**src/rtl/imem_loader_pkg.sv**
```systemverilog
// Shared state encoding and byte-framing constants for the instruction-memory stream loader.
// CKSUM is only reachable when IMEM_LOADER_CKSUM_EN is defined.
package imem_loader_pkg;

    localparam int HDR_BYTES  = 2;
    localparam int WORD_BYTES = 4;

    typedef enum logic [2:0] {
        IDLE  = 3'd0,
        HDR0  = 3'd1,
        HDR1  = 3'd2,
        DATA  = 3'd3,
        CKSUM = 3'd4,
        DONE  = 3'd5,
        ERR   = 3'd6
    } state_t;

endpackage

```
**src/rtl/imem_stream_loader_byte_word_packer.sv**
```systemverilog
// Packs accepted bytes little-endian into 32-bit words; word_valid pulses the cycle
// after the fourth byte of a word is accepted.
module byte_word_packer
    import imem_loader_pkg::*;
(
    input  logic        clk,
    input  logic        rst,
    input  logic        clear,
    input  logic        byte_valid,
    input  logic [7:0]  byte_data,
    output logic        last_byte,
    output logic        word_valid,
    output logic [31:0] word_data
);

    logic [1:0]  cnt_q, cnt_d;
    logic [23:0] asm_q, asm_d;
    logic        word_valid_q, word_valid_d;
    logic [31:0] word_q, word_d;

    // Earlier bytes shift down so byte 0 ends up in bits [7:0] of the word.
    always_comb begin
        cnt_d        = cnt_q;
        asm_d        = asm_q;
        word_valid_d = 1'b0;
        word_d       = word_q;
        if (clear) begin
            cnt_d = '0;
            asm_d = '0;
        end else if (byte_valid) begin
            if (cnt_q == 2'(WORD_BYTES - 1)) begin
                word_d       = {byte_data, asm_q};
                word_valid_d = 1'b1;
                cnt_d        = '0;
            end else begin
                asm_d = {byte_data, asm_q[23:8]};
                cnt_d = cnt_q + 2'd1;
            end
        end
    end

    always_ff @(posedge clk) begin
        if (rst) begin
            cnt_q        <= '0;
            asm_q        <= '0;
            word_valid_q <= 1'b0;
            word_q       <= '0;
        end else begin
            cnt_q        <= cnt_d;
            asm_q        <= asm_d;
            word_valid_q <= word_valid_d;
            word_q       <= word_d;
        end
    end

    assign last_byte  = (cnt_q == 2'(WORD_BYTES - 1));
    assign word_valid = word_valid_q;
    assign word_data  = word_q;

endmodule

```
**src/rtl/imem_stream_loader.sv**
```systemverilog
// Loads a length-prefixed byte stream into instruction memory and holds the CPU in reset until done.
// Define IMEM_LOADER_CKSUM_EN to require a trailing XOR checksum byte after the data.
module imem_stream_loader
    import imem_loader_pkg::*;
#(
    parameter int ADDR_W     = 8,
    parameter int DEPTH      = 256,
    parameter int BASE_WADDR = 0
) (
    input  logic              clk,
    input  logic              rst,
    input  logic              start,
    input  logic              in_valid,
    input  logic [7:0]        in_data,
    output logic              in_ready,
    output logic              imem_we,
    output logic [ADDR_W-1:0] imem_addr,
    output logic [31:0]       imem_wdata,
    output logic              cpu_rst,
    output logic              busy,
    output logic              done,
    output logic              err
);

    localparam logic [16:0] DEPTH_W = 17'(DEPTH);
`ifdef IMEM_LOADER_CKSUM_EN
    localparam state_t POST_DATA = CKSUM;
`else
    localparam state_t POST_DATA = DONE;
`endif

    state_t            state_q, state_d;
    logic [7:0]        n_lo_q, n_lo_d;
    logic [15:0]       words_left_q, words_left_d;
    logic [ADDR_W-1:0] addr_q, addr_d;
    logic              in_ready_q, in_ready_d;
    logic              busy_q, busy_d;
    logic              done_q, done_d;
    logic              err_q, err_d;
    logic              cpu_rst_q, cpu_rst_d;
`ifdef IMEM_LOADER_CKSUM_EN
    logic [7:0]        cksum_q, cksum_d;
`endif

    logic        xfer;
    logic        start_ok;
    logic        last_byte;
    logic        word_valid;
    logic [31:0] word_data;
    logic [15:0] hdr_n;

    assign xfer     = in_valid & in_ready_q;
    assign start_ok = start && (state_q == IDLE || state_q == DONE || state_q == ERR);
    assign hdr_n    = {in_data, n_lo_q};

    byte_word_packer u_packer (
        .clk        (clk),
        .rst        (rst),
        .clear      (start_ok),
        .byte_valid (xfer && (state_q == DATA)),
        .byte_data  (in_data),
        .last_byte  (last_byte),
        .word_valid (word_valid),
        .word_data  (word_data)
    );

    always_comb begin
        state_d      = state_q;
        n_lo_d       = n_lo_q;
        words_left_d = words_left_q;
        addr_d       = addr_q;
`ifdef IMEM_LOADER_CKSUM_EN
        cksum_d      = cksum_q;
`endif
        if (start_ok) begin
            state_d = HDR0;
            addr_d  = ADDR_W'(BASE_WADDR);
`ifdef IMEM_LOADER_CKSUM_EN
            cksum_d = '0;
`endif
        end else begin
            if (word_valid) begin
                addr_d = addr_q + ADDR_W'(1);
            end
            case (state_q)
                HDR0: if (xfer) begin
                    n_lo_d  = in_data;
                    state_d = HDR1;
                end
                HDR1: if (xfer) begin
                    words_left_d = hdr_n;
                    if ({1'b0, hdr_n} > DEPTH_W) begin
                        state_d = ERR;
                    end else if (hdr_n == 16'd0) begin
                        state_d = POST_DATA;
                    end else begin
                        state_d = DATA;
                    end
                end
                DATA: if (xfer) begin
`ifdef IMEM_LOADER_CKSUM_EN
                    cksum_d = cksum_q ^ in_data;
`endif
                    if (last_byte) begin
                        words_left_d = words_left_q - 16'd1;
                        if (words_left_q == 16'd1) begin
                            state_d = POST_DATA;
                        end
                    end
                end
`ifdef IMEM_LOADER_CKSUM_EN
                CKSUM: if (xfer) begin
                    state_d = (in_data == cksum_q) ? DONE : ERR;
                end
`endif
                default: ;
            endcase
        end

        // done/err lag DONE/ERR entry by a cycle so the final write strobe never overlaps done.
        in_ready_d = state_d inside {HDR0, HDR1, DATA, CKSUM};
        busy_d     = in_ready_d;
        done_d     = (state_q == DONE) && (state_d == DONE);
        err_d      = (state_q == ERR) && (state_d == ERR);
        cpu_rst_d  = !done_d;
    end

    always_ff @(posedge clk) begin
        if (rst) begin
            state_q      <= IDLE;
            n_lo_q       <= '0;
            words_left_q <= '0;
            addr_q       <= '0;
            in_ready_q   <= 1'b0;
            busy_q       <= 1'b0;
            done_q       <= 1'b0;
            err_q        <= 1'b0;
            cpu_rst_q    <= 1'b1;
`ifdef IMEM_LOADER_CKSUM_EN
            cksum_q      <= '0;
`endif
        end else begin
            state_q      <= state_d;
            n_lo_q       <= n_lo_d;
            words_left_q <= words_left_d;
            addr_q       <= addr_d;
            in_ready_q   <= in_ready_d;
            busy_q       <= busy_d;
            done_q       <= done_d;
            err_q        <= err_d;
            cpu_rst_q    <= cpu_rst_d;
`ifdef IMEM_LOADER_CKSUM_EN
            cksum_q      <= cksum_d;
`endif
        end
    end

    assign in_ready   = in_ready_q;
    assign imem_we    = word_valid;
    assign imem_addr  = addr_q;
    assign imem_wdata = word_data;
    assign cpu_rst    = cpu_rst_q;
    assign busy       = busy_q;
    assign done       = done_q;
    assign err        = err_q;

endmodule

```
**config.mk**
```make
export PLATFORM = sky130hd
export DESIGN_NAME = imem_stream_loader
export DESIGN_NICKNAME = d
export VERILOG_FILES = /design/src/rtl/imem_loader_pkg.sv /design/src/rtl/imem_stream_loader_byte_word_packer.sv /design/src/rtl/imem_stream_loader.sv
export SDC_FILE = /design/constraint.sdc
export NUM_CORES = 1
export LEC_CHECK = 0
export BUFFER_PORTS_ARGS = -buffer_cell sky130_fd_sc_hd__buf_2
export CAP_MARGIN = 40
export CORE_ASPECT_RATIO = 0.9
export CORE_MARGIN = 3
export CORE_UTILIZATION = 40
export DETAILED_ROUTE_END_ITERATION = 10
export PLACE_DENSITY = 0.56
export SYNTH_ARGS = -nofsm -noshare
export SYNTH_HDL_FRONTEND = slang
export SYNTH_SLANG_ARGS = --single-unit
export TNS_END_PERCENT = 50
```
**constraint.sdc**
```tcl
create_clock -name clk -period 2.9 [get_ports clk]
set_input_delay 0.145 -clock clk [delete_from_list [all_inputs] [get_ports clk]]
set_output_delay 0.145 -clock clk [all_outputs]
set_load 0.1 [all_outputs]
```
* After elaboration in Yosys (flattened, before gate mapping)
Index checks and enable logic that the tools add are counted.
** Operators by class
- $add $sub $neg :: 3
- Order comparisons :: 1
- Eq/ne operators :: 16
- Multiplexer cells :: 15
- Bitwise gates (word level) :: 4
- Reductions and logical operators :: 17
** Operator list (count)
- $mux W16 :: 3
- $pmux W16 S2 :: 1
- $mux W3 :: 8
- $eq A16 B1 Y1 const B :: 1
- $gt A16 B9 Y1 const B :: 1
- $logic_not A16 Y1 :: 1
- $sub A16 B1 Y16 const B :: 1
- $eq A3 B3 Y1 const B :: 5
- $eq A3 B2 Y1 const B :: 4
- $pmux W3 S3 :: 1
- $add A8 B1 Y8 const B :: 1
- $eq A3 B1 Y1 const B :: 2
- $ne A2 B2 Y1 const B :: 3
- $reduce_and A3 Y1 :: 2
- $reduce_and A5 Y1 :: 1
- $logic_and A1 B1 Y1 :: 4
- $reduce_bool A4 Y1 :: 1
- $logic_not A3 Y1 :: 1
- $not A1 Y1 :: 3
- $reduce_or A3 Y1 :: 1
- $add A2 B1 Y2 const B :: 1
- $eq A2 B2 Y1 const B :: 1
- $logic_or A1 B1 Y1 :: 2
- $mux W2 :: 1
- other kinds (6) :: 6
** Storage, ports and cells
- Bits in registers :: 98
- Word-level logic and storage cells :: 68

* Depth between registers and ports, before layout
Gate-level depths: netlist of run 1.
- Word-level depth :: 9
- Gate-level depth with buffers :: 8

* Cells and area by module
A second synthesis of run 1 with hierarchy kept.
** Unflattened totals
- Cell total of the unflattened synthesis :: 515
- Area, all modules :: 4274.1 um^2
** Modules (own cells, without submodules)
- byte_word_packer :: instances 1, cells each 262, area an instance 2250.9 um^2, sequential area each 1181.1 um^2
- imem_stream_loader :: instances 1, cells each 253, area an instance 2023.2 um^2, sequential area each 780.7 um^2

* Worst setup path after synthesis of run 1
OpenSTA, ideal clock, no wires.
- Kind :: register to register
- From :: register, netlist name busy
- To :: register words_left_q[5]
- Library setup time :: 0.128 ns
- Data arrival time :: 2.230 ns
- Required time :: 2.772 ns
- Path slack :: 0.542 ns
- Stages on the path, launching flop included :: 7
- Buffers on the path :: 1
- Cell sequence :: dfxtp_1 and4b_1 a21boi_1 clkbuf_1 o21ai_0 a2bb2oi_1 nor2_1
** RTL lines
- end signal: assignment :: line imem_stream_loader.sv:145 : words_left_q <= words_left_d;
- end: declaration :: line imem_stream_loader.sv:34 : logic [15:0] words_left_q, words_left_d;

* Final worst setup path of run 1
- From :: register words_left_q[5]
- To :: register state_q[1]
** Between the ends
- Cells in the longest elaborated chain, start to end :: 6
** RTL lines
- $eq A16 B1 Y1 :: line imem_stream_loader.sv:106 : if (words_left_q == 16'd1) begin
- $mux W3 :: line imem_stream_loader.sv:106
- $mux W3 :: line imem_stream_loader.sv:104 : if (last_byte) begin
- $mux W3 :: line imem_stream_loader.sv:100 : DATA: if (xfer) begin
- $pmux W3 S3 :: line imem_stream_loader.sv:85 : case (state_q)
- $mux W3 :: line imem_stream_loader.sv:75 : if (start_ok) begin
- end signal: assignment :: line imem_stream_loader.sv:143 : state_q <= state_d;
- end: declaration :: line imem_stream_loader.sv:32 : state_t state_q, state_d;
No other way between the ends.
A chain may end at the register's enable or synchronous reset.

==> flow_metrics.py, run 1 <==
metrics = {
    "run_status": {
        "status": "finished clean",
    },
    "drt": {
        "detail_route.wl_per_cell_um": 14.7,
        "wl_mm": 10.2,
        "detailroute.via_count": 3665,
        "vias_per_cell": 5.27,
        "first_pass_iters": 4,
        "detailedRoute.firstIterationViolations": 228,
        "drc_errors": 0,
        "route.antenna.remaining_nets": 0,
    },
    "clock_network": {
        "cts-root-to-sink-buffers": 2,
        "post-cts-setup-buffer-count": 0,
        "cts_tree": "yes",
        "path_clk_slew_ns": 0.07,
        "post_cts_resized": 0,
        "cts.hold.buffers_added": 0,
        "htree_num_levels": 3,
        "ctsRootBufferMaster": "clkbuf_16",
        "clock_sinks": 98,
        "clock_buffer_count_from_cts": 9,
        "clock_insertion_delay_worst_skew_ns": 0.34,
    },
    "cells_and_area": {
        "area_delta_synth_final_pct": 17.7,
        "nFillCells": 1006,
        "post_route_cells_drive_above_1_share_pct": 16.5,
        "antennaDiodeCount": 0,
        "finalNetCount": 580,
    },
    "grt": {
        "globalRouteTotalUtil_pct": 18.2,
        "gr-total-overflow": 0,
        "grt_antenna_before_repair": 0,
        "first_global_vias": 3408,
        "grt_first_pass_wirelength_mm": 16.8,
        "maximum_number_of_pins_on_one_net_before_global_route_repair": 62,
    },
    "synthesis": {
        "synth_simple_gate_area_share_pct": 24.8,
        "post_synth_inst_count": 522,
        "postSynth.asyncResetShare_pct": 0,
        "synth.avg_cell_area_um2": 7.80,
        "ys_seq_elements": 98,
        "leading_cell_type_by_number_of_instances_after_synthesis": "nand2_1",
        "number_of_enable_flip_flop_cells_after_synthesis": 0,
        "post_synth_num_cell_types": 50,
        "synth.largest_area_cell": "dfxtp_1",
        "ys_dominant_reg_cell": "dfxtp_1",
        "synthTopCellsByCount": "148 x nand2_1, 98 x dfxtp_1, 83 x a21oi_1",
        "netlist_area_um2": 4070,
        "synth.mux.area_fraction_pct": 0.860,
        "post_synth_fa_ha_maj_area_fraction_pct": 1.23,
        "xor_xnor_cell_area_share_of_the_yosys_netlist_pct": 1.50,
        "synth_top_family_by_area": "simple AND/OR/NAND/NOR gates",
        "post-synth-top-area-fraction_pct": 48.2,
        "synthTopCellsByArea": "dfxtp_1 48%, nand2_1 14%, a21oi_1 10%",
        "yosysWarnings": 0,
        "synthesis.nets": 538,
        "seq_area_frac_synth_pct": 48.2,
        "synth_compound_gate_area_share_pct": 19.1,
    },
    "power": {
        "ir_worst_vdd_mv": 0.434,
        "power.density_nw_per_um2": 575,
        "power.static_leakage_uw": 0.00181,
    },
    "worst_setup_path": {
        "r2r_end": "state_q[1]$_SDFF_PP0_",
        "worst_ep_required_time_ns": 3.12,
        "critPathLaunchType": "flip-flop",
        "setup.reg_to_reg.worst_slack_ns": 0.58,
        "r2r.worst_path.cells": 5,
        "cp.arrival_ns": 2.54,
        "worst_setup_path_endpoint": "state_q[1]$_SDFF_PP0_",
        "worstSetupEndpointType": "flip-flop",
        "worst-setup-path-type": "flip-flop to flip-flop",
        "critical_path.max_fanout": 9,
        "r2r_startpoint": "words_left_q[5]$_SDFFE_PP0P_",
        "crit_path_start": "words_left_q[5]$_SDFFE_PP0P_",
    },
    "floorplanning": {
        "starting_density_pct": 41.6,
        "die_h_um": 102,
        "ioPinCount": 58,
        "placeableCoreArea_um2": 9780,
        "num_rows": 34,
        "die-area_um2": 11400,
        "fp.dieW_um": 112,
    },
    "sta": {
        "maxClockFrequency_mhz": 431,
        "tightest_slew_ns": 0.722,
        "timing.clock.skew_ns": 0.00420,
        "final.period_utilization_pct": 80.1,
        "finalSetupViolCount": 0,
        "period_minus_slack_ns": 2.32,
        "fin_worst_hold_slack_ns": 0.0972,
        "finalHoldViolCount": 0,
        "rsz0062_at_grt": "false",
        "slew_headroom_pct": 51.6,
        "totalNegativeSetupSlack_ns": 0,
        "max_transition_viols_final": 0,
    },
    "placement": {
        "place.port_buffers": 57,
        "detailedPlacementHpwl_mm": 6.87,
        "gp_congestion": 0.793,
    },
    "worst_hold_path": {
        "hold_path_class": "input pin to flip-flop",
        "worstHoldPathCells": 3,
    },
    "job": {
        "reported_max_cap_violation_count": 0,
    },
}
-- worst min-delay path by stage --
stage                                                   from                            endpoint  slack, ns
after floorplan                                   in_data[3]              n_lo_q[3]$_SDFFE_PP0P_       0.28
after global placement    u_packer.word_data[2]$_SDFFE_PP0P_  u_packer.word_data[2]$_SDFFE_PP0P_       0.44
after detailed placement  u_packer.word_data[7]$_SDFFE_PP0P_  u_packer.word_data[7]$_SDFFE_PP0P_       0.45
after CTS                                         in_data[4]     u_packer.asm_q[20]$_SDFFE_PP0P_       0.09
after global routing                              in_data[2]              n_lo_q[2]$_SDFFE_PP0P_       0.10
final                                             in_data[4]     u_packer.asm_q[20]$_SDFFE_PP0P_        0.1
-- cells in the final DEF (no fill, tap or decap), drive strengths merged, types with 2 or more instances in the layout --
cell and count:
a211oi 8, a21o 3, a21oi 83, a22o 2
a22oi 4, a31oi 2, and3b 2, and4b 2
buf 68, bufinv 2, clkbuf 10, clkinv 2
dfxtp 98, ha 4, inv 9, mux2i 2
nand2 148, nand2b 2, nand3 6, nand4 3
nor2 31, nor3 10, nor4 5, o21ai 17
o22ai 2, o31a 2, o32ai 3, o41ai 2
or2 4, or3 5, or4 6, xnor2 2
xor2 5
-- power by group --
| part | internal (uW) | switching (uW) | total [uW] |
|---|---|---|---|
| clock network | 759 | 518 | 1280 |
| registers | 1350 | 8.51 | 1360 |
| logic | 36.8 | 85.2 | 122 |
| total | 2150 | 612 | 2760 |
-- worst max-delay path, stage by stage, from the launching register on --
cell and delay [ns]:
dfxtp_1 0.35, or4_1 0.70, or4_4 0.58, o31a_1 0.31, o31ai_2 0.17, a21oi_1 0.09
-- cell families after synthesis --
kind of cell,count (synthesis)
flip-flops,98
AO/OA/AOI/OAI,135
adder cells (fa/ha/maj),4
buffers and inverters,45
XOR/XNOR,7
AND/OR/NAND/NOR,230
multiplexers,3
-- flip-flops by register name, indices dropped and copies added (netlist names) --
signal	count
busy	1
cpu_rst	1
done	1
err	1
imem_addr	8
n_lo_q	8
state_q	3
u_packer.asm_q	24
u_packer.cnt_q	2
u_packer.word_data	32
u_packer.word_valid	1
words_left_q	16
-- layout make-up --
cell class | instances | area, um2 | share of cell area, %
well taps | 126 | 158 | 3.29
multi-input cells | 379 | 1940 | 40.4
repair buffers | 68 | 388 | 8.09
clock buffers | 10 | 229 | 4.77
flip-flops and latches | 98 | 1960 | 40.9
clock inverters | 6 | 90.1 | 1.88
inverters | 8 | 30.0 | 0.626
-- stage by stage --
step                area (um2)  utilization, %  power [uW]  std cells  setup WS (ns)
CTS                       4800            49.0        2790        695          0.599
detailed placement        4480            45.8        1510        679          0.610
floorplan                 4070               -        1470        522          0.542
global placement          4450            45.5        1500        678          0.599
global route              4800            49.0        2860        695          0.498
finish                    4800            49.0        2760        695          0.577
-- routing by layer --
| metal | vias up | wire length (um) | GRT usage, % |
|---|---|---|---|
| met2 | 98 | 4480 | 28.1 |
| met1 | 1694 | 4980 | 25.0 |
| li1 | 1865 | - | - |
| met3 | 8 | 627 | 5.08 |
| met4 | 0 | 123 | 5.08 |
| met5 | - | 0 | 0 |
Note: power is estimated with default switching activity, not from simulation.
==> inputs of run 2 (changes only) <==
--- a/config.mk
+++ b/config.mk
@@ -11,7 +11,7 @@
 export CORE_MARGIN = 3
 export CORE_UTILIZATION = 40
 export DETAILED_ROUTE_END_ITERATION = 10
-export PLACE_DENSITY = 0.56
+export PLACE_DENSITY = 0.58
 export SYNTH_ARGS = -nofsm -noshare
 export SYNTH_HDL_FRONTEND = slang
 export SYNTH_SLANG_ARGS = --single-unit
==> constraint.sdc (replaced) <==
create_clock -name clk -period 2.12 [get_ports clk]
set_input_delay 0.106 -clock clk [delete_from_list [all_inputs] [get_ports clk]]
set_output_delay 0.106 -clock clk [all_outputs]
set_load 0.1 [all_outputs]
==> run 2 against run 1 <==
Critical path depth unchanged. Sequential share of layout area down 0.98 points. Die area unchanged. First-iteration DRC count down 1.3%. Worst setup slack worse by 0.57 ns. Power increased by 33%. Count of clock-buffer cells in the layout up 1. Hold slack got worse by 0.032 ns. Register-to-register slack worse by 0.57 ns. Routed wire length up 3.8%. Fmax rose by 10%. Core utilization grew 1.3 points.
==> flow_metrics.py, run 2 (synthesis results as in run 1) <==
metrics = {
    "cells_and_area": {
        "mostFrequentLayoutCell": "nand2_1",
        "finalNetCount": 595,
        "area_delta_synth_final_pct": 20.8,
        "final_cell_mix": "148 x nand2_1, 96 x dfxtp_1, 83 x a21oi_1",
        "nFillCells": 974,
        "antennaDiodeCount": 0,
        "largest_register_ffs": 32,
        "post_route_cells_drive_above_1_share_pct": 19.7,
    },
    "job": {
        "reported_max_cap_violation_count": 0,
    },
    "grt": {
        "grt_first_pass_wirelength_mm": 17.1,
        "maximum_number_of_pins_on_one_net_before_global_route_repair": 37,
        "globalRouteTotalUtil_pct": 18.6,
        "first_global_vias": 3506,
        "gr-total-overflow": 0,
        "globalRouteMet3Util_pct": 5.68,
        "grt_antenna_before_repair": 0,
        "groute.layer.met2.usage_pct": 28.5,
        "grt.busiest_layer": "met2",
        "globalRouteMet1Util_pct": 25.3,
    },
    "power": {
        "power.static_leakage_uw": 0.00189,
        "total_power_uw": 3660,
        "power.density_nw_per_um2": 744,
        "ir_worst_vdd_mv": 0.532,
    },
    "floorplanning": {
        "ioPinCount": 58,
        "starting_density_pct": 41.6,
        "die_h_um": 102,
        "placeableCoreArea_um2": 9780,
        "num_rows": 34,
        "fp.dieW_um": 112,
        "die-area_um2": 11400,
    },
    "sta": {
        "timing.clock.skew_ns": 0.00430,
        "max_transition_viols_final": 0,
        "rsz0062_at_grt": "true",
        "finalSetupViolCount": 0,
        "period_minus_slack_ns": 2.11,
        "tightest_slew_ns": 0.780,
        "final.period_utilization_pct": 99.5,
        "slew_headroom_pct": 47.7,
        "finalHoldViolCount": 0,
        "maxClockFrequency_mhz": 474,
        "totalNegativeSetupSlack_ns": 0,
    },
    "placement": {
        "gp_congestion": 0.817,
        "place.port_buffers": 57,
        "detailedPlacementHpwl_mm": 7.04,
    },
    "drt": {
        "detailedRoute.firstIterationViolations": 225,
        "vias_per_cell": 5.39,
        "detailroute.via_count": 3824,
        "route.antenna.remaining_nets": 0,
        "first_pass_iters": 5,
        "drc_errors": 0,
        "wl_mm": 10.6,
        "detail_route.wl_per_cell_um": 14.9,
    },
    "clock_network": {
        "ctsRootBufferMaster": "clkbuf_16",
        "htree_num_levels": 3,
        "cts-root-to-sink-buffers": 2,
        "clock_insertion_delay_worst_skew_ns": 0.34,
        "cts_tree": "yes",
        "path_clk_slew_ns": 0.07,
        "clock_sinks": 98,
        "clock_buffer_count_from_cts": 9,
    },
    "run_status": {
        "status": "finished clean",
    },
    "worst_setup_path": {
        "worst_ep_required_time_ns": 2.35,
        "critical_path.max_fanout": 5,
        "worst-setup-path-type": "flip-flop to flip-flop",
        "critPathLaunchType": "flip-flop",
        "worstSetupEndpointType": "flip-flop",
        "cp.arrival_ns": 2.34,
    },
    "worst_hold_path": {
        "hold_path_class": "input pin to flip-flop",
    },
}
## run 2: what timing repair did
item / in CTS / in global routing
buffers inserted: 0 / 0
hold buffers: 0 / 0
resized for setup: 2 / 4
pin swaps: 0 / 2
setup endpoints to repair: 1 / 2
## run 2: stage by stage
stage	hold WS, ns	std cells	utilization [%]	worst slack [ns]	cell area, um2
global placement	0.411	693	46.9	0.0151	4590
detailed placement	0.414	694	47.0	-0.0371	4600
finish	0.0649	710	50.3	0.0103	4920
floorplan	0.242	522	-	-0.0139	4080
global route	0.0670	710	50.3	-0.0440	4920
CTS	0.0507	710	50.1	0.0101	4900
## run 2: power breakdown
group / leakage, uW / switching, uW / internal [uW]
Combinational: 0.000945 / 124 / 51.9
Sequential: 0.000791 / 8.28 / 1850
Clock: 0.000149 / 682 / 943
## run 2: metal layers
layer / routed length, um / up-vias
met5: 0 / -
met4: 199 / 0
met3: 809 / 17
met2: 4640 / 135
met1: 4940 / 1773
li1: - / 1899
## run 2: final timing paths
check / end / cells past startpoint / from / slack (ns)
worst max-delay path: busy$_SDFF_PP0_ / 5 / words_left_q[8]$_SDFFE_PP0P_ / 0.01
worst min-delay path: u_packer.word_data[30]$_SDFFE_PP0P_ / 3 / in_data[6] / 0.06
worst max register to register: busy$_SDFF_PP0_ / 5 / words_left_q[8]$_SDFFE_PP0P_ / 0.01
worst min register to register: u_packer.word_data[4]$_SDFFE_PP0P_ / 2 / u_packer.word_data[4]$_SDFFE_PP0P_ / 0.45
## run 2: cell type report
class | count | area, um2 | area share, %
multi-input cells | 379 | 1970 | 40.0
flip-flops and latches | 98 | 1960 | 39.9
repair buffers | 83 | 505 | 10.3
clock buffers | 11 | 243 | 4.93
well taps | 126 | 158 | 3.20
clock inverters | 5 | 53.8 | 1.09
inverters | 8 | 30.0 | 0.610
## run 2: worst max-delay path, cell delays in order, from the launching register on
cell     delay [ns]
dfxtp_2        0.33
or4_4          0.54
or4_4          0.58
nor3_4         0.14
o21ai_2        0.10
mux2_4         0.30
